===== src/rtl/intr_pkg.sv =====
// Shared types and constants for the CPU interrupt controller.
// Optional build macro used by the slice: INTR_SYNC_EN (see intr_edge_det).
package intr_pkg;

   typedef enum logic {
      IDLE    = 1'b0,
      SERVICE = 1'b1
   } intr_state_t;

   localparam int unsigned INTR_MAX_SRC = 8;

   // Board source assignment; lower index means higher priority.
   localparam int unsigned SRC_BTN0  = 0;
   localparam int unsigned SRC_BTN1  = 1;
   localparam int unsigned SRC_TIMER = 2;
   localparam int unsigned SRC_UART  = 3;

   // Source-ID width, never below one bit.
   function automatic int unsigned intr_id_w(input int unsigned n_src);
      return (n_src > 1) ? $clog2(n_src) : 1;
   endfunction

endpackage


===== src/rtl/intr_edge_det.sv =====
// Per-source rising-edge detector producing a one-cycle event.
// INTR_SYNC_EN: adds a two-flop synchronizer (reset high) ahead of the edge detector.
module intr_edge_det (
   input  logic clk,
   input  logic reset,
   input  logic irq_i,
   output logic evt_c_o
);

   logic irq_s;

`ifdef INTR_SYNC_EN
   logic [1:0] sync_q;

   // Resetting high keeps a source that is already asserted from firing at release.
   always_ff @(posedge clk) begin
      if (reset) begin
         sync_q <= 2'b11;
      end else begin
         sync_q <= {sync_q[0], irq_i};
      end
   end

   assign irq_s = sync_q[1];
`else
   assign irq_s = irq_i;
`endif

   logic prev_q;

   always_ff @(posedge clk) begin
      if (reset) begin
         prev_q <= 1'b1;
      end else begin
         prev_q <= irq_s;
      end
   end

   assign evt_c_o = irq_s & ~prev_q;

endmodule


===== src/rtl/intr_ctrl.sv =====
// CPU interrupt receiver: sticky pending bits, fixed priority, enable flag, ack/return FSM.
// INTR_SYNC_EN (optional) inserts input synchronizers inside intr_edge_det.
module intr_ctrl
   import intr_pkg::*;
#(
   parameter  int unsigned N_SRC = 4,
   localparam int unsigned ID_W  = intr_id_w(N_SRC)
) (
   input  logic             clk,
   input  logic             reset,
   input  logic [N_SRC-1:0] irq_in,
   input  logic             int_set,
   input  logic             int_clr,
   input  logic             int_ack,
   input  logic             int_ret,
   input  logic             int_ret_en,
   output logic             int_req,
   output logic [ID_W-1:0]  int_id,
   output logic             int_en,
   output logic [N_SRC-1:0] pending
);

   intr_state_t      state_q;
   logic             en_q;
   logic [N_SRC-1:0] pending_q;
   logic [N_SRC-1:0] evt_c;
   logic [N_SRC-1:0] clr_mask_c;
   logic [ID_W-1:0]  id_c;
   logic             req_c;
   logic             ack_take_c;

   for (genvar g = 0; g < int'(N_SRC); g++) begin : g_src
      intr_edge_det u_edge_det (
         .clk     (clk),
         .reset   (reset),
         .irq_i   (irq_in[g]),
         .evt_c_o (evt_c[g])
      );
   end

   // Fixed priority: lowest pending index wins, zero when nothing pending.
   always_comb begin
      id_c = '0;
      for (int i = int'(N_SRC) - 1; i >= 0; i--) begin
         if (pending_q[i]) begin
            id_c = ID_W'(i);
         end
      end
   end

   always_comb begin
      req_c      = (state_q == IDLE) & en_q & (|pending_q);
      ack_take_c = int_ack & req_c;
      clr_mask_c = '0;
      if (ack_take_c) begin
         clr_mask_c[id_c] = 1'b1;
      end
   end

   // Later assignments in this block deliberately override earlier ones:
   // ack/return writes of the enable flag beat SEI/CLI, and a fresh event beats the ack clear.
   always_ff @(posedge clk) begin
      if (reset) begin
         state_q   <= IDLE;
         en_q      <= 1'b0;
         pending_q <= '0;
      end else begin
         pending_q <= (pending_q & ~clr_mask_c) | evt_c;

         if (int_clr) begin
            en_q <= 1'b0;
         end else if (int_set) begin
            en_q <= 1'b1;
         end

         case (state_q)
            IDLE: begin
               if (ack_take_c) begin
                  en_q    <= 1'b0;
                  state_q <= SERVICE;
               end
            end
            SERVICE: begin
               if (int_ret) begin
                  en_q    <= int_ret_en;
                  state_q <= IDLE;
               end
            end
            default: state_q <= IDLE;
         endcase
      end
   end

   assign int_req = req_c;
   assign int_id  = id_c;
   assign int_en  = en_q;
   assign pending = pending_q;

endmodule


===== config.mk =====
export PLATFORM = sky130hd
export DESIGN_NAME = intr_ctrl
export DESIGN_NICKNAME = d
export VERILOG_FILES = /design/src/rtl/intr_pkg.sv /design/src/rtl/intr_edge_det.sv /design/src/rtl/intr_ctrl.sv
export SDC_FILE = /design/constraint.sdc
export NUM_CORES = 1
export LEC_CHECK = 0
export CAP_MARGIN = 20
export CORE_AREA = 3 3 40 42
export DETAILED_ROUTE_END_ITERATION = 12
export DIE_AREA = 0 0 43 45
export PLACE_DENSITY = 0.75
export SLEW_MARGIN = 20
export SYNTH_ARGS = -nofsm -noshare
export SYNTH_HDL_FRONTEND = slang
export SYNTH_SLANG_ARGS = --single-unit

===== constraint.sdc =====
create_clock -name clk -period 1.3 [get_ports clk]
set_clock_uncertainty 0.2 [all_clocks]
set_input_delay 0.26 -clock clk [delete_from_list [all_inputs] [get_ports clk]]
set_output_delay 0.26 -clock clk [all_outputs]
set_load 0.01 [all_outputs]

# Yosys cells after proc, flatten, opt, wreduce, memory -nomap -nowiden
# Index checks and enable logic that the tools add are counted.
[classes] order_cmp=2 n_mux=15 bitwise_logic=15 reduce_logical=2
[ops] cell="two-way mux 2 bit" count=4
[ops] cell="AND 1 bit" count=7
[ops] cell="two-way mux 1 bit" count=7
[ops] cell="NOT 1 bit" count=5
[ops] cell="AND 4 bit" count=1
[ops] cell="two-way mux 4 bit" count=1
[ops] cell="NOT 4 bit" count=1
[ops] cell="bitwise OR 4 bit" count=1
[ops] cell="case mux 1 bit (2 select lines)" count=2
[ops] cell="OR reduction 4 bit" count=1
[ops] cell="< comparator 2 x 3 -> 1 bit (second input constant)" count=1
[ops] cell="demux 1 bit (select 2 bit)" count=1
[ops] cell="greater-or-equal comparator 2 x 1 -> 1 bit (second input constant)" count=1
[ops] cell="logical AND 1 bit" count=1
[totals] regBits=10 inputBits=11 out_inout_bits=8 wordCells=41

# Logic depth before layout (Yosys ltp)
[logic_depth] word_depth=12 mapped_depth=3 depth_no_buf=3

# Cells and area by module
# A second synthesis with hierarchy kept.
[unflattened] hier_cells=45 hier_area_um2=432.9
[by_module_without_submodules] mod="intr_ctrl" n_inst=1 cells_per_inst=33 area_per_inst_um2=302.8 seq_area_each_um2=120.1
[by_module_without_submodules] mod="intr_edge_det" n_inst=4 cells_per_inst=3 area_per_inst_um2=32.5 seq_area_each_um2=20.0

# Worst setup path before layout
# No wires, ideal clock.
[synth_timing] kind="reg-to-output" from="register pending_q[0] (netlist: pending[0])" to="output int_req" t_arrival_ns=0.911 required_ns=0.840 slack_ns=-0.071 path_stages_with_launch=3 n_path_buf=0 cell_sequence="dfxtp_1 > nor4_4 > nor3b_1"
[synth_between] elab_chain_cells=2
[synth_rtl] element="from (decl)" line="intr_ctrl.sv:25" source="logic [N_SRC-1:0] pending_q;"
[synth_rtl] element="from (signal assigned)" line="intr_ctrl.sv:68" source="pending_q <= (pending_q & ~clr_mask_c) | evt_c;"
[synth_rtl] element="OR reduction 4 bit" line="intr_ctrl.sv:52" source="req_c = (state_q == IDLE) & en_q & (|pending_q);"
[synth_rtl] element="AND 1 bit" line="intr_ctrl.sv:52"
[synth_rtl] element="to (decl)" line="intr_ctrl.sv:17" source="output logic int_req,"
# No other way between the ends.

# Final worst setup path
[layout_timing] from="register pending_q[2] (netlist: pending[2])" to="output int_req"
# The elaborated chain is that of the path after synthesis.

==> results.ini <==
[clocking]
clk_transition_reported_paths_ns=0.07
cts_max_level=1
cts.sinks=10
clk-insertion-delay-late_ns=0.27
clock_tree.root_cell=clkbuf_4
cts_made_buffers=3
cts_max_path_buffers=2
cts_hold_buffers=0
cts_tree=yes

[final_layout]
nFillCells=101
nNetsFinal=96
area_growth_pct=118
diodes=0
stdcell_count=99
drive_gt1_share_pct=64.3

[power]
peakVddDrop_uv=743
powerDensity_nw_per_um2=898
power.leakage_nw=0.395

[synth]
yosysUniqueCellTypes=19
syn_area_per_cell_um2=9.75
synth-seq-area-share_pct=47.8
syn_inst=43
synthesis.area_um2=419
synthTopCellsByCount=10 x dfxtp_1, 5 x a21oi_1, 5 x nor2_1
synth_top_area_share_pct=47.8
synthDominantAreaCellType=dfxtp_1
yosys_warnings=0
synthTopCellsByArea=dfxtp_1 48%, a21oi_1 6.0%, or2_2 6.0%, nor4_4 5.1%, nand3b_4 4.8%
synth-edff-count=0
ys_seq_elements=10
async_flop_share_pct=0
synth_top_flop_cell=dfxtp_1
synth_nets=54
synth_most_common_cell=dfxtp_1

[critical_path]
r2r_end=pending[3]
worstPathArrival_ns=1.16
crit_end=int_req
worstPathRequired_ns=0.84
rr_worst_depth=4
r2r-start=pending[2]
rrSetupSlack_ns=-0.02
crit_path_max_fanout=3
endpoint_kind=output port
start_kind=flip-flop
path_class=flip-flop to output port
critPathLaunch=pending[2]

[placement]
gp_congestion=0.713
numPortBuffers=18
dp.cells=88
dp_hpwl_um=850
dp_slack_ns=-0.439

[grt]
grt_pass1_vias=497
grt_max_degree=7
antenna_found_initial=0
grt_overflow=0
grt_use_total_pct=15.6
grt_pass1_wl_mm=2.17

[routing]
ant_nets=0
avgRoutedWirePerCell_um=14.0
drc_errors=0
routed_wl_mm=1.39
drt_iter0_drc=7
vias_per_cell=4.75
drt_first_pass_iters=4
vias=470

[sta]
period_minus_slack_ns=1.62
final_max_slew_viol_count=0
hold_viol_final=0
fin_crit_sh_pct=125
finalWorstSetupSlack_ns=-0.321
tightest_slew_ns=0.260
finalSetupViolations=10
slew_headroom_pct=82.6
rsz0062_at_grt=yes
fmax_ghz=0.617

[flow_run]
cap_violations=0

[die]
rows=13
die_w_um=43
ios=19
coreArea_um2=1280
die_y_um=45
dieArea_um2=1940
start_util_pct=32.6

[status]
violations=setup timing
status=finished, violations left

[min_path]
hold_class=flip-flop to flip-flop

-- how the worst min path moves through the flow --
stage / from / endpoint / slack, ns / cells after the start
4_1_cts: g_src[1].u_edge_det.prev_q / pending[1] / 0.29 / 2
5_1_grt: g_src[1].u_edge_det.prev_q / pending[1] / 0.32 / 2
2_1_floorplan: irq_in[0] / g_src[0].u_edge_det.prev_q / 0.17 / 1
3_3_place_gp: g_src[3].u_edge_det.prev_q / pending[3] / 0.27 / 2
6_report: g_src[1].u_edge_det.prev_q / pending[1] / 0.28 / 2
3_5_place_dp: g_src[1].u_edge_det.prev_q / pending[1] / 0.28 / 2
-- power breakdown --
part / internal [mW] / switching (mW) / leakage (nW)
logic: 0.132 / 0.0792 / 0.287
registers: 0.319 / 0.0143 / 0.0862
clock network: 0.170 / 0.106 / 0.0210
-- repair_timing --
item / 4_1_cts / 5_1_grt
setup buffers: 5 / 2
pin swaps: 3 / 5
gates resized for setup: 58 / 11
gates cloned: 0 / 0
endpoints found under the setup margin: 11 / 14
-- flip-flops by register name, indices dropped and copies added (netlist names) --
| register | count |
|---|---|
| state_q | 1 |
| pending | 4 |
| int_en | 1 |
| g_src.u_edge_det.prev_q | 4 |
-- worst max-delay path, cell delays in order (launching register included) --
cell and delay [ns]:
dfxtp_4 0.36, nor4_4 0.32, nor3b_2 0.08, buf_2 0.14
-- cell type report --
class | instances | area, um^2 | share of cell area [%]
inverters | 2 | 7.51 | 0.821
clock buffers | 4 | 36.3 | 3.97
repair buffers | 38 | 372 | 40.6
flip-flops and latches | 10 | 218 | 23.8
multi-input cells | 30 | 263 | 28.7
well taps | 15 | 18.8 | 2.05
-- per-layer routing --
| layer | track usage, % | wire, um |
|---|---|---|
| met5 | 0 | 0 |
| met4 | 10.8 | 85 |
| met3 | 2.39 | 61 |
| met2 | 29.6 | 740 |
| met1 | 15.6 | 499 |
-- metrics by stage --
step                TNS [ns]  hold WS [ns]  power [mW]  area (um^2)  utilization (%)
floorplan                  0         0.167       0.397          424                -
global placement       -3.69         0.266       0.500          729             56.8
detailed placement     -3.94         0.277       0.504          729             56.8
CTS                    -1.29         0.287       0.803          857             66.7
global route           -2.04         0.321       0.867          915             71.2
finish                 -1.44         0.275       0.821          915             71.2
-- cells in the final DEF, fill, tap and decap left out, types with 2 or more instances in the layout --
cell type and count:
buf_6 15, nor2b_1 2, nor2_1 4, nand2b_1 3, dfxtp_2 2, dfxtp_4 4
or2_2 4, a21oi_2 3, a21oi_1 2, buf_4 9, dfxtp_1 4, clkbuf_4 3
buf_2 3, clkdlybuf4s50_1 10
-- logic make-up (layout without fill, tap and decap cells) --
family / Yosys count / in the layout / share of synthesized area (%)
simple gates: 19 / 19 / 31.9
compound gates: 11 / 11 / 17.6
flops: 10 / 10 / 47.8
buf+inv: 3 / 44 / 2.69
Note: power is estimated with default switching activity, not from simulation.
